## config.mk

```make
export PLATFORM = sky130hd
export DESIGN_NAME = arbiter_matching_queue_flat
export DESIGN_NICKNAME = d
export VERILOG_FILES = /design/src/rtl/arbiter_matching_queue_if.sv /design/src/rtl/arbiter_matching_queue.sv /design/src/flat_wrapper.sv
export SDC_FILE = /design/constraint.sdc
export NUM_CORES = 1
export LEC_CHECK = 0
export CORE_UTILIZATION = 55
export CTS_CLUSTER_SIZE = 14
export DETAILED_ROUTE_END_ITERATION = 12
export PLACE_DENSITY = 0.82
export RECOVER_POWER = 100
export SYNTH_ARGS = -nofsm -noshare
export SYNTH_HDL_FRONTEND = slang
export SYNTH_SLANG_ARGS = --single-unit
```

## constraint.sdc

```tcl
create_clock -name iCLOCK -period 3.3 [get_ports iCLOCK]
set_clock_uncertainty 0.15 [all_clocks]
set_input_delay 0.495 -clock iCLOCK [delete_from_list [all_inputs] [get_ports iCLOCK]]
set_output_delay 0.495 -clock iCLOCK [all_outputs]
set_load 0.005 [all_outputs]
```

## src/rtl/arbiter_matching_queue_if.sv

```systemverilog
`default_nettype none
// ============================================================================
// Module      : arbiter_matching_queue_if
// Description : Push/pop/status bundle between an arbiter and its tag queue.
// Revision    : 1.0 - initial release
// ============================================================================
interface arbiter_matching_queue_if #(
    parameter int DN = 3,
    parameter int TW = 2
);
    logic          iFLUSH;
    logic          iWR_REQ;
    logic [TW-1:0] iWR_TYPE;
    logic          oWR_FULL;
    logic          oWR_ALMOST_FULL;
    logic          iRD_REQ;
    logic          oRD_VALID;
    logic [TW-1:0] oRD_TYPE;
    logic          oRD_EMPTY;
    logic [DN:0]   oCOUNT;
    logic          oOVERFLOW;

    modport master (
        output iFLUSH, iWR_REQ, iWR_TYPE, iRD_REQ,
        input  oWR_FULL, oWR_ALMOST_FULL, oRD_VALID, oRD_TYPE, oRD_EMPTY, oCOUNT, oOVERFLOW
    );

    modport slave (
        input  iFLUSH, iWR_REQ, iWR_TYPE, iRD_REQ,
        output oWR_FULL, oWR_ALMOST_FULL, oRD_VALID, oRD_TYPE, oRD_EMPTY, oCOUNT, oOVERFLOW
    );
endinterface
`default_nettype wire

```

## src/rtl/arbiter_matching_queue.sv

```systemverilog
`default_nettype none
// ============================================================================
// Module      : arbiter_matching_queue
// Description : In-order tag FIFO pairing arbiter grants with returning data.
// Revision    : 1.0 - initial release
// ============================================================================
module arbiter_matching_queue #(
    parameter int D  = 8,
    parameter int DN = 3,
    parameter int TW = 2,
    parameter int AF = 6
) (
    input  wire logic               iCLOCK,
    input  wire logic               iRESET,
    arbiter_matching_queue_if.slave bus
);
    localparam logic [DN:0] c_DEPTH = (DN+1)'(D);
    localparam logic [DN:0] c_AF    = (DN+1)'(AF);

    logic [TW-1:0] r_tag [D];
    logic [DN:0]   r_wrPtr;
    logic [DN:0]   r_rdPtr;
    logic          r_overflow;

    logic [DN:0]   w_count;
    logic          w_full;
    logic          w_empty;
    logic          w_rdAcc;
    logic          w_wrAcc;
    logic          w_wrDrop;

    // Extra pointer MSB separates full from empty once the indices coincide.
    assign w_count  = r_wrPtr - r_rdPtr;
    assign w_full   = (w_count == c_DEPTH);
    assign w_empty  = (w_count == '0);

    assign w_rdAcc  = bus.iRD_REQ & ~w_empty & ~bus.iFLUSH;
    assign w_wrAcc  = bus.iWR_REQ & ~bus.iFLUSH & (~w_full | w_rdAcc);
    assign w_wrDrop = bus.iWR_REQ & ~bus.iFLUSH & w_full & ~w_rdAcc;

    always_ff @(posedge iCLOCK or posedge iRESET) begin
        if (iRESET) begin
            r_wrPtr    <= '0;
            r_rdPtr    <= '0;
            r_overflow <= 1'b0;
            for (int i = 0; i < D; i++) begin
                r_tag[i] <= '0;
            end
        end else if (bus.iFLUSH) begin
            r_wrPtr    <= '0;
            r_rdPtr    <= '0;
            r_overflow <= 1'b0;
        end else begin
            // When full, a concurrent pop frees exactly the slot written here.
            if (w_wrAcc) begin
                r_tag[r_wrPtr[DN-1:0]] <= bus.iWR_TYPE;
                r_wrPtr                <= r_wrPtr + 1'b1;
            end
            if (w_rdAcc) begin
                r_rdPtr <= r_rdPtr + 1'b1;
            end
            if (w_wrDrop) begin
                r_overflow <= 1'b1;
            end
        end
    end

    assign bus.oWR_FULL        = w_full;
    assign bus.oWR_ALMOST_FULL = (w_count >= c_AF);
    assign bus.oRD_EMPTY       = w_empty;
    assign bus.oRD_VALID       = ~w_empty & ~bus.iFLUSH;
    assign bus.oRD_TYPE        = r_tag[r_rdPtr[DN-1:0]];
    assign bus.oCOUNT          = w_count;
    assign bus.oOVERFLOW       = r_overflow;
endmodule
`default_nettype wire

```

## src/flat_wrapper.sv

```systemverilog
// flat-port wrapper written by rule: the top's interface ports become plain ports
module arbiter_matching_queue_flat 
#(
    parameter int D  = 8,
    parameter int DN = 3,
    parameter int TW = 2,
    parameter int AF = 6
)
  (iCLOCK, iRESET, bus_iFLUSH, bus_iWR_REQ, bus_iWR_TYPE, bus_iRD_REQ, bus_oWR_FULL, bus_oWR_ALMOST_FULL, bus_oRD_VALID, bus_oRD_TYPE, bus_oRD_EMPTY, bus_oCOUNT, bus_oOVERFLOW);
  arbiter_matching_queue_if #(.DN(DN), .TW(TW)) bus_i ();
  input  wire logic iCLOCK;
  input  wire logic iRESET;
  input wire logic [$bits(bus_i.iFLUSH)-1:0] bus_iFLUSH;
  input wire logic [$bits(bus_i.iWR_REQ)-1:0] bus_iWR_REQ;
  input wire logic [$bits(bus_i.iWR_TYPE)-1:0] bus_iWR_TYPE;
  input wire logic [$bits(bus_i.iRD_REQ)-1:0] bus_iRD_REQ;
  output wire logic [$bits(bus_i.oWR_FULL)-1:0] bus_oWR_FULL;
  output wire logic [$bits(bus_i.oWR_ALMOST_FULL)-1:0] bus_oWR_ALMOST_FULL;
  output wire logic [$bits(bus_i.oRD_VALID)-1:0] bus_oRD_VALID;
  output wire logic [$bits(bus_i.oRD_TYPE)-1:0] bus_oRD_TYPE;
  output wire logic [$bits(bus_i.oRD_EMPTY)-1:0] bus_oRD_EMPTY;
  output wire logic [$bits(bus_i.oCOUNT)-1:0] bus_oCOUNT;
  output wire logic [$bits(bus_i.oOVERFLOW)-1:0] bus_oOVERFLOW;
  assign bus_i.iFLUSH = bus_iFLUSH;
  assign bus_i.iWR_REQ = bus_iWR_REQ;
  assign bus_i.iWR_TYPE = bus_iWR_TYPE;
  assign bus_i.iRD_REQ = bus_iRD_REQ;
  assign bus_oWR_FULL = bus_i.oWR_FULL;
  assign bus_oWR_ALMOST_FULL = bus_i.oWR_ALMOST_FULL;
  assign bus_oRD_VALID = bus_i.oRD_VALID;
  assign bus_oRD_TYPE = bus_i.oRD_TYPE;
  assign bus_oRD_EMPTY = bus_i.oRD_EMPTY;
  assign bus_oCOUNT = bus_i.oCOUNT;
  assign bus_oOVERFLOW = bus_i.oOVERFLOW;
  arbiter_matching_queue #(.D(D), .DN(DN), .TW(TW), .AF(AF)) u_core (.iCLOCK(iCLOCK), .iRESET(iRESET), .bus(bus_i));
endmodule
```

# Word-level counts from Yosys, hierarchy flattened
# Cells that the tools add are included.
dict set report word_totals {
  output_inout_bits 11
  elab_cells 51
  inputBits 7
  reg_bits 25
}
dict set report op_classes {
  reduce_logical 6
  eq_ne 1
  n_addsub 3
  order_cmp 4
  muxes 12
  bitwise_logic 14
}
# cell n
set ops {}
lappend ops {{$bwmux W16} 1}
lappend ops {{$mux W4} 4}
lappend ops {{$add A4 B1 Y4 const B} 2}
lappend ops {{$ge A4 B4 Y1 const B} 2}
lappend ops {{$not A3 Y4} 2}
lappend ops {{$and A1 B1 Y1} 7}
lappend ops {{$bmux W2 S3} 1}
lappend ops {{$demux W2 S3} 1}
lappend ops {{$mux W2} 3}
lappend ops {{$reduce_bool A2 Y1} 3}
lappend ops {{$eq A4 B4 Y1 const B} 1}
lappend ops {{$ge A4 B3 Y1 const B} 1}
lappend ops {{$logic_not A4 Y1} 1}
lappend ops {{$lt A4 B1 Y1 const B} 1}
lappend ops {{$not A1 Y1} 4}
lappend ops {{$sub A4 B4 Y4} 1}
lappend ops {{$mux W1} 2}
lappend ops {{$reduce_and A2 Y1} 1}
lappend ops {{$logic_and A1 B1 Y1} 1}
lappend ops {{$or A1 B1 Y1} 1}

# Logic depth before layout (Yosys ltp)
dict set report logic_depth {
  depth_word 9
  depth_mapped 10
  depth_no_buf 9
}

# Worst setup path before layout
# No wires, ideal clock.
dict set report synth_path {
  path_kind {register to register}
  from {register u_core.r_wrPtr[0]}
  to {register u_core.r_rdPtr[3]}
  path_stages_with_launch 11
  setup_time_ns 0.125
  setup_slack_ns 0.590
  t_arrival_ns 2.435
  required_time_ns 3.025
  synth_period_minus_slack_ns 2.710
  n_path_buf 1
  cell_sequence {dfrtp_1 > clkbuf_1 > inv_1 > ha_1 > inv_1 > fa_1 > xor2_2 > or3_4 > o31ai_4 > nor2_2 > mux2_4}
}
dict set report synth_via {
  elab_chain_len 6
}
# element line_no
set synth_rtl {}
lappend synth_rtl {{start: declaration} arbiter_matching_queue.sv:21} ;# logic [DN:0] r_wrPtr;
lappend synth_rtl {{start signal: assignment} arbiter_matching_queue.sv:57} ;# r_wrPtr <= r_wrPtr + 1'b1;
lappend synth_rtl {{$sub A4 B4 Y4} arbiter_matching_queue.sv:33} ;# assign w_count = r_wrPtr - r_rdPtr;
lappend synth_rtl {{named net bus_oCOUNT[2]} flat_wrapper.sv:22} ;# output wire logic [$bits(bus_i.oCOUNT)-1:0] bus_oCOUNT;
lappend synth_rtl {{$logic_not A4 Y1} arbiter_matching_queue.sv:35} ;# assign w_empty = (w_count == '0);
lappend synth_rtl {{$not A1 Y1} arbiter_matching_queue.sv:37} ;# assign w_rdAcc = bus.iRD_REQ & ~w_empty & ~bus.iFLUSH;
lappend synth_rtl {{$and A1 B1 Y1 (2 in series)} arbiter_matching_queue.sv:37}
lappend synth_rtl {{$reduce_bool A2 Y1 (no line)} -}
lappend synth_rtl {{end signal: assignment} arbiter_matching_queue.sv:60} ;# r_rdPtr <= r_rdPtr + 1'b1;
lappend synth_rtl {{end: declaration} arbiter_matching_queue.sv:22} ;# logic [DN:0] r_rdPtr;
# The timed path passes the listed nets, and every way through them passes these cells.
# A chain may end at the register's enable or synchronous reset.

# Worst setup path after layout
dict set report layout_path {
  from {register u_core.r_rdPtr[0]}
  to {output port bus_oRD_TYPE[1]}
}
dict set report layout_via {
  elab_chain_len 4
}
# element line_no
set layout_rtl {}
lappend layout_rtl {{$not A3 Y4 (implied by the code)} arbiter_matching_queue.sv:72} ;# assign bus.oRD_TYPE = r_tag[r_rdPtr[DN-1:0]];
lappend layout_rtl {{$bmux W2 S3} arbiter_matching_queue.sv:72}
lappend layout_rtl {{$mux W2 (implied by the code) (2 in series)} arbiter_matching_queue.sv:72}
lappend layout_rtl {{end: declaration} flat_wrapper.sv:20} ;# output wire logic [$bits(bus_i.oRD_TYPE)-1:0] bus_oRD_TYPE;
# Every way passes these cells. The select of a mux whose other input is x is not followed.

==> flow_metrics.env <==
export IMPL_clkTransAtPathRegs_ps=140
export IMPL_syn_to_final_growth_pct=16.55
export IMPL_syn_nets=147
export IMPL_initial_utilization=0.5903
export IMPL_synth_top_cell_by_area="dfrtp_1"
export IMPL_synth_top_area_frac=0.4202
export IMPL_rows=18
export IMPL_reg2reg_depth=8
export IMPL_slew_violations=0
export IMPL_required_ps=2650
export IMPL_hold_viol=0
export IMPL_yosys_top_cells_area="dfrtp_1 (42%), mux2_2 (12%), mux4_2 (6.1%)"
export IMPL_wl_met2_um=1726
export IMPL_grtUsageTotal=0.2448
export IMPL_finalSetupViolCount=0
export IMPL_power_leakage_nw=0.8517
export IMPL_synth_most_common_cell="dfrtp_1"
export IMPL_drt_wl_total_um=3081
export IMPL_fp_dieW_um=54.03
export IMPL_antenna_found_initial=0
export IMPL_clock_latency_ps=320
export IMPL_postPlaceCellArea_sq_mm=0.001697
export IMPL_ys_types=34
export IMPL_clockBufferDepth=2
export IMPL_synth_edf_count=0
export IMPL_place_congestion=0.7792
export IMPL_dp_slack_ps=195.1
export IMPL_cts_root_buf="clkbuf_4"
export IMPL_port_buffers=17
export IMPL_place_hpwl_um=2344
export IMPL_hp_class="reg -> reg"
export IMPL_reg2reg_from="u_core.r_rdPtr[1]$_DFFE_PP0P_"
export IMPL_dr_max_layer_used="met4"
export IMPL_routedLengthMet1_um=1203
export IMPL_ys_async_sr_fraction=1.000
export IMPL_rsz0062_at_grt="no"
export IMPL_syn_avg_cell_area_sq_um=11.11
export IMPL_htreeDepth=1
export IMPL_ys_ff_latch=25
export IMPL_min_to="u_core.bus.oOVERFLOW$_DFFE_PP0P_"
export IMPL_synthMuxAreaShare=0.2193
export IMPL_layout_setup_ws_ps=238.1
export IMPL_whs_ps=369.3
export IMPL_coreArea_sq_mm=0.002522
export IMPL_ir_worst_vdd_uv=567.2
export IMPL_synth_cells=134
export IMPL_cts_hold_buf=0
export IMPL_grt_first_pass_wirelength_um=4899
export IMPL_synth_xor_area_frac=0.02857
export IMPL_status="completed"
export IMPL_min_period_ps=3062
export IMPL_netlist_area_sq_mm=0.001489
export IMPL_cts_tree="done"
export IMPL_dp_cells=179
export IMPL_nFillCells=210
export IMPL_io_pins=18
export IMPL_hold_start="u_core.bus.oOVERFLOW$_DFFE_PP0P_"
export IMPL_fin_cells=187
export IMPL_die_area_sq_mm=0.002919
export IMPL_p_per_area_mw_per_mm2=749.4
export IMPL_numClockSinks=25
export IMPL_synth_fa_ha_area_frac=0.05546
export IMPL_drc=0
export IMPL_r2r_slack_ps=340
export IMPL_crit_path_max_fanout=7
export IMPL_end_kind="output port"
export IMPL_drv_cap=0
export IMPL_seq_area_frac_synth=0.4202
export IMPL_crit_arrival_ps=2420
export IMPL_vias_per_cell=5.914
export IMPL_n_antenna_cell=0
export IMPL_drt_pass1_iter_count=4
export IMPL_layout_nets=171
export IMPL_drtAntennaViolNets=0
export IMPL_synth_compound_area_share=0.05210
export IMPL_synthSimpleGateAreaFrac=0.1916
export IMPL_vias=1106
export IMPL_min_path_cells=2
export IMPL_clock_fmax_mhz=326.6
export IMPL_synth_top_family_by_area="multiplexers"
export IMPL_cts_buffers=3
export IMPL_die_h_um=54.03
export IMPL_first_global_vias=1103
export IMPL_ys_flop_type="dfrtp_1"
export IMPL_yosysWarningCount=0
export IMPL_drive_gt1_frac=0.2675
export IMPL_design_area_sq_mm=0.001735
export IMPL_worstMarginPinSlew_ps=919.6
export IMPL_crit_type="reg -> out"
export IMPL_slew_headroom=0.3862
export IMPL_start_kind="flop"
export IMPL_grt_max_degree=26
export IMPL_fin_tns_setup_ps=0
export IMPL_post_drt_wl_per_cell_um=16.48
export IMPL_met3_length_um=132
export IMPL_synth_common_cells="dfrtp_1 (25), nor2_1 (18), mux2_2 (16)"
export IMPL_drtIter0Drc=13
export IMPL_r2r_end="u_core.r_rdPtr[3]$_DFFE_PP0P_"
export IMPL_period_share=0.9279
export IMPL_grt_overflow_total=0
[cell families (layout without fill, tap and decap cells)]
family	after synthesis	in the layout
buffers and inverters	13	36
adders and majority gates	6	6
xor gates and xnor gates	4	4
muxes	25	25
DFF	25	25
AOI/OAI and AO/OA	9	9
and+or+nand+nor	52	52
[power by group]
part           switching, W  internal (W)  leakage [nW]  total (W)
combinational      0.000329      0.000391         0.500   0.000720
sequential        0.0000567      0.000376         0.333   0.000432
clock             0.0000992     0.0000494        0.0183   0.000149
[registers in the layout, summed over array words and instances, names as in the netlist]
| name | flops |
|---|---|
| u_core.bus.oOVERFLOW | 1 |
| u_core.r_rdPtr | 4 |
| u_core.r_tag | 16 |
| u_core.r_wrPtr | 4 |
[per-layer routing]
metal / up-vias / GRT usage
met3: 2 / 0.04237
met4: 0 / 0.08547
li1: 508 / -
met5: - / 0
met1: 557 / 0.2640
met2: 39 / 0.4712
[metrics by stage]
step | utilization | power (W)
after floorplan | - | 0.0008839
after global placement | 0.6726 | 0.001143
after detailed placement | 0.6726 | 0.001194
after CTS | 0.6954 | 0.001366
after global routing | 0.6880 | 0.001393
final | 0.6880 | 0.001301
[worst max path at each step]
stage                                  startpoint                       endpoint  slack [ps]  depth (start not counted)
finish              u_core.r_rdPtr[0]$_DFFE_PP0P_                bus_oRD_TYPE[1]         240                          5
global route        u_core.r_rdPtr[0]$_DFFE_PP0P_                bus_oRD_TYPE[1]         130                          5
CTS                 u_core.r_wrPtr[0]$_DFFE_PP0P_                  bus_oRD_EMPTY         0.8                          8
detailed placement  u_core.r_wrPtr[0]$_DFFE_PP0P_                  bus_oRD_EMPTY         200                          8
global placement    u_core.r_wrPtr[0]$_DFFE_PP0P_                  bus_oRD_EMPTY         280                          8
floorplan           u_core.r_wrPtr[0]$_DFFE_PP0P_  u_core.r_rdPtr[3]$_DFFE_PP0P_         590                         10
[timing repair]
action	CTS	global route
endpoints found under the setup margin	3	3
endpoints found under the hold margin	0	0
gates resized for setup	5	4
setup buffers	2	2
[critical path: stages (launching register included)]
cell and delay (ps):
dfrtp_1 380, clkbuf_1 420, mux4_2 570, nand2_1 100, nand2_1 60, dlygate4sd3_1 570
[placed cells by master (no fill, tap or decap), types with 3 or more instances in the layout]
cell type and n:
dlymetal6s2s_1 3, dfrtp_1 24, mux4_2 4, ha_1 5, nand3_1 7, clkdlybuf4s50_1 8, mux2i_1 3, nand2_1 11
dlygate4sd3_1 6, inv_1 9, clkbuf_4 3, buf_4 5, mux2_2 16, nor2_1 18
[layout make-up]
cell class	instances	area [sq um]	share of cell area
timing repair buffer	23	219.0	0.1262
multi-input combinational	96	787.0	0.4535
clock inverter	1	8.758	0.005047
tap	30	37.54	0.02163
sequential	25	626.9	0.3612
inverter	9	33.78	0.01947
clock buffer	3	22.52	0.01298
No activity file was read; power rests on OpenSTA's default activity.
==> edit 1, RTL diff (config.mk and constraints unchanged) <==
`DN` is set to 3 in 3 places; all go to 6.
--- a/src/rtl/arbiter_matching_queue_if.sv
+++ b/src/rtl/arbiter_matching_queue_if.sv
@@ -5,7 +5,7 @@
 // Revision    : 1.0 - initial release
 // ============================================================================
 interface arbiter_matching_queue_if #(
-    parameter int DN = 3,
+    parameter int DN = 6,
     parameter int TW = 2
 );
     logic          iFLUSH;
--- a/src/rtl/arbiter_matching_queue.sv
+++ b/src/rtl/arbiter_matching_queue.sv
@@ -6,7 +6,7 @@
 // ============================================================================
 module arbiter_matching_queue #(
     parameter int D  = 8,
-    parameter int DN = 3,
+    parameter int DN = 6,
     parameter int TW = 2,
     parameter int AF = 6
 ) (
--- a/src/flat_wrapper.sv
+++ b/src/flat_wrapper.sv
@@ -2,7 +2,7 @@
 module arbiter_matching_queue_flat 
 #(
     parameter int D  = 8,
-    parameter int DN = 3,
+    parameter int DN = 6,
     parameter int TW = 2,
     parameter int AF = 6
 )
Interface: changed (resized bus_oCOUNT); port bits go from 18 to 21. No check against the original RTL was run, so the function may have changed too.
==> edit 1 against the unedited design <==
- worst setup slack worse by 0.27 ns
- synthesized area is 37% higher
- critical endpoint is now bus_oRD_VALID
- register-to-register slack worse by 0.29 ns
- routed wire length is 66% higher
- cell area is 49% higher
- via count is 55% higher
- the flow now finishes with violations (max-capacitance violations, max-slew violations, negative setup slack)
- total power is 67% higher
- combinational power is 79% higher
- sequential cell count is 6 higher
==> edit 1: results (changes against the unedited design) <==
dp_hpwl_mm: 3.51  # +50%
drv_cap: 1  # +1
instances_no_fill: 286  # +53%
holdPathStages: 1  # -1
hp-start: "u_core.r_tag[1]"
placed_area_um2: 2380  # +40%
groute.usage.overall_pct: 27.2  # +2.7 points
grt_max_degree: 32  # +23%
critPathMaxStageDelay_ns: 0.41  # -0.16 ns
setup_violations: 1  # +1
peakVddDrop_mv: 0.376  # -34%
violations: "max-capacitance violations, max-slew violations, negative setup slack"
crit_end: "bus_oRD_VALID"
ff2ff_path_depth: 12  # +4
pre_cts_ws_ns: -0.173  # -0.368 ns
viasPerCell: 6.00  # +1.5%
dp.cells: 272  # +52%
slew_violations: 32  # +32
synthTopCellsByCount: "dfrtp_1, nor2_1, mux2_2"
arrival_ns: 2.69  # +0.27 ns
clock_latency_ns: 0.29  # -0.03 ns
setup_ws_ns: -0.0330  # -0.271 ns
slew_headroom_pct: -11.6  # -50 points
clk_pin_slew_ns: 0.07  # -0.07 ns
io_buffer_count: 20  # +3
status: "finished, violations left"
cts-buffers-inserted: 5  # +2
ff2ff_setup_slack_ns: 0.05  # -0.29 ns
synthesis.nets: 214  # +46%
ys_types: 51  # +50%
p_leak_nw: 1.21  # +42%
min_to: "u_core.r_tag[1]"
first_global_vias: 1736  # +57%
gp_congestion: 0.891  # +14%
hold_ws_ns: 0.365  # -0.00445 ns
drt_iter0_drc: 197  # +184
htreeDepth: 2  # +1
critPathSlowestCell: "dfrtp_1"
## edit 1: repair_timing
action	in CTS	in global routing
gates cloned	0	1
endpoints found under the hold margin	0	0
setup buffers	3	3
setup endpoints to repair	5	28
pin swaps	9	7
gates resized for setup	28	8
## edit 1: kinds of logic (layout without fill, tap and decap cells)
| family | after synthesis | in the layout | synth area share (%) |
|---|---|---|---|
| AOI/OAI and AO/OA | 27 | 27 | 9.93 |
| xor gates and xnor gates | 11 | 11 | 4.72 |
| adders and majority gates | 9 | 9 | 5.88 |
| buffers and inverters | 20 | 61 | 4.23 |
| DFF | 31 | 31 | 38.0 |
| muxes | 26 | 26 | 17.5 |
| and+or+nand+nor | 74 | 75 | 19.7 |
## edit 1: through the flow
stage	utilization, %	setup TNS, ns
2_1_floorplan	-	0
3_3_place_gp	69.1	-0.0705
3_5_place_dp	69.1	-0.352
4_1_cts	73.3	-0.192
5_1_grt	75.2	-0.294
6_report	75.2	-0.0330
## edit 1: area by class of cell
class                   instances  area, um^2
inverters                      12        45.0
clock inverters                 2        35.0
flip-flops and latches         31         776
fillers                       223         852
clock buffers                   6        82.6
repair buffers                 41         339
well taps                      46        57.6
multi-input cells             148        1250
## edit 1: layer usage
metal / up-vias / track usage [%] / share of wire (%)
met5: - / 0 / 0
met4: 0 / 11.6 / 2.6
met3: 15 / 4.93 / 5.3
met2: 57 / 44.2 / 50
met1: 858 / 35.2 / 42
li1: 787 / - / -
## edit 1: power breakdown
group / total (mW) / leakage (nW) / switching [mW] / internal (mW)
clock network: 0.392 / 0.0612 / 0.148 / 0.244
registers: 0.497 / 0.418 / 0.0458 / 0.451
logic: 1.29 / 0.731 / 0.616 / 0.672
total: 2.18 / 1.21 / 0.810 / 1.37
==> edit 2, RTL diff (same flow settings) <==
Without the edit above. Make the reset (`iRESET`) synchronous in one clocked block.
--- a/src/rtl/arbiter_matching_queue.sv
+++ b/src/rtl/arbiter_matching_queue.sv
@@ -38,7 +38,7 @@
     assign w_wrAcc  = bus.iWR_REQ & ~bus.iFLUSH & (~w_full | w_rdAcc);
     assign w_wrDrop = bus.iWR_REQ & ~bus.iFLUSH & w_full & ~w_rdAcc;
 
-    always_ff @(posedge iCLOCK or posedge iRESET) begin
+    always_ff @(posedge iCLOCK) begin
         if (iRESET) begin
             r_wrPtr    <= '0;
             r_rdPtr    <= '0;
Formal check against the unedited RTL: differs if iRESET is asserted again (counterexample within 4 cycles, from zero or initial values and one cycle with iRESET high); with iRESET held inactive, the same outputs for 4 cycles.
==> edit 2 against the unedited design <==
- hold slack worse by 0.027 ns
- first-iteration DRC count up 110%
- sequential share of layout area increased by 6.6 points
- die area decreased by 1.6%
- synthesized area fell by 1.7%
- worst setup slack got worse by 0.10 ns
- global-route usage down 0.38 points
- via count is 1.6% lower
- sequential cell count grew 3
- routed wire length down 4.1%
- cell area down 2.0%
- utilization fell by 0.78 points
Power is not compared: it rests on default switching activity, and its combinational part moved more than twofold at a synthesized area within 25%.
==> edit 2: results (changes against the unedited design) <==
pre_cts_ws_ns: 0.277  # +0.0815 ns
critPathMaxStageDelay_ns: 0.50  # -0.07 ns
path_delay_family: "adder cells"
crit_path_start: "u_core.r_wrPtr[0]"
drt_iter0_drc: 27  # +14
setup_violations: 0  # unchanged
synthCells: 137  # +2.2%
min_to: "u_core.bus.oOVERFLOW"
use_met3_pct: 4.52  # +0.28 points
crit_fanout: 5  # -2
wl_met3_um: 104  # -21%
io_buffer_count: 17  # unchanged
met2_length_mm: 1.55  # -10%
cts_setup_buffers: 0  # -2
first_global_vias: 1071  # -2.9%
hold_ws_ns: 0.343  # -0.0268 ns
r2r_end: "u_core.r_tag[4][1]"
grt_use_met1_pct: 27.6  # +1.2 points
synthesis.nets: 150  # +2.0%
synthArstFlopShare_pct: 0  # -100 points
viasPerCell: 5.82  # -1.6%
ff2ff_setup_slack_ns: 0.30  # -0.04 ns
gp_congestion: 0.810  # +3.9%
worstMarginPinSlew_ns: 0.807  # -0.113 ns
instances_no_fill: 187  # unchanged
crit_end: "bus_oRD_EMPTY"
routed.top_layer: "met4"
groute.usage.overall_pct: 24.1  # -0.38 points
status: "complete, no violations"
reg2reg_from: "u_core.r_rdPtr[0]"
arrival_ns: 2.52  # +0.10 ns
synth_area_leaders: "edfxtp_1, dfxtp_1, nor2_1, mux4_2, ha_1"
cts_resized: 3  # -2
critPathSlowestCell: "clkdlybuf4s50_1"
layout-drive-gt1-share_pct: 12.1  # -15 points
grt_use_met2_pct: 43.5  # -3.6 points
core_area_um2: 2500  # -0.89%
yosysMostFrequentCell: "nor2_1"
dp_hpwl_mm: 2.24  # -4.2%
hp-start: "u_core.bus.oOVERFLOW"
synthTopCellsByCount: "nor2_1, edfxtp_1, dfxtp_1"
wl_met1_mm: 1.24  # +3.1%
synth-seq-area-share_pct: 49.2  # +7.2 points
post_drt_wl_per_cell_um: 15.8  # -4.1%
setup_ws_ns: 0.136  # -0.102 ns
[edit 2: cell count changes in the layout (fill, tap and decap cells not counted), moves of 3 or more]
cell             change
dfrtp_1             -24
clkdlybuf4s50_1      +3
buf_4                -4
o21ai_0              +8
dfxtp_1             +10
nand2_1              -4
edfxtp_1            +16
a21o_1               +3
mux2_2              -14
nand3_1              +6
nor2_1               +7
[edit 2: stage by stage]
stage | area, um^2 | total power [mW]
3_3_place_gp | 1660 | 0.446
4_1_cts | 1720 | 0.663
6_report | 1700 | 0.659
5_1_grt | 1700 | 0.678
2_1_floorplan | 1460 | 0.421
3_5_place_dp | 1660 | 0.448
[edit 2: worst register-to-register path, delay by kind of cell (launching register included)]
kind,cells,cell delay (ns)
AO/OA/AOI/OAI,2,0.80
XOR/XNOR,1,0.27
adder cells (fa/ha/maj),2,0.53
buffers and inverters,1,0.06
flip-flops,1,0.44
AND/OR/NAND/NOR,2,0.43
[edit 2: cell families after synthesis]
| family | share of synthesized area (%) |
|---|---|
| AND/OR/NAND/NOR | 18.2 |
| flip-flops | 49.2 |
| AO/OA/AOI/OAI | 9.83 |
| buffers and inverters | 3.85 |
| multiplexers | 9.74 |
| adder cells (fa/ha/maj) | 5.64 |
| XOR/XNOR | 3.51 |
[edit 2: power by group through the flow]
stage	sequential, mW	clock (mW)	combinational, mW
after detailed placement	0.389	0	0.0600
after global routing	0.381	0.233	0.0642
final	0.380	0.220	0.0591
after floorplan	0.387	0	0.0347
after CTS	0.381	0.221	0.0613
after global placement	0.388	0	0.0581
[edit 2: layout make-up]
cell class / count / area (um^2)
clock buffer: 3 / 22.5
clock inverter: 1 / 30.0
fill: 198 / 800
inverter: 11 / 43.8
multi-input combinational: 95 / 657
sequential: 28 / 726
tap: 30 / 37.5
timing repair buffer: 19 / 184
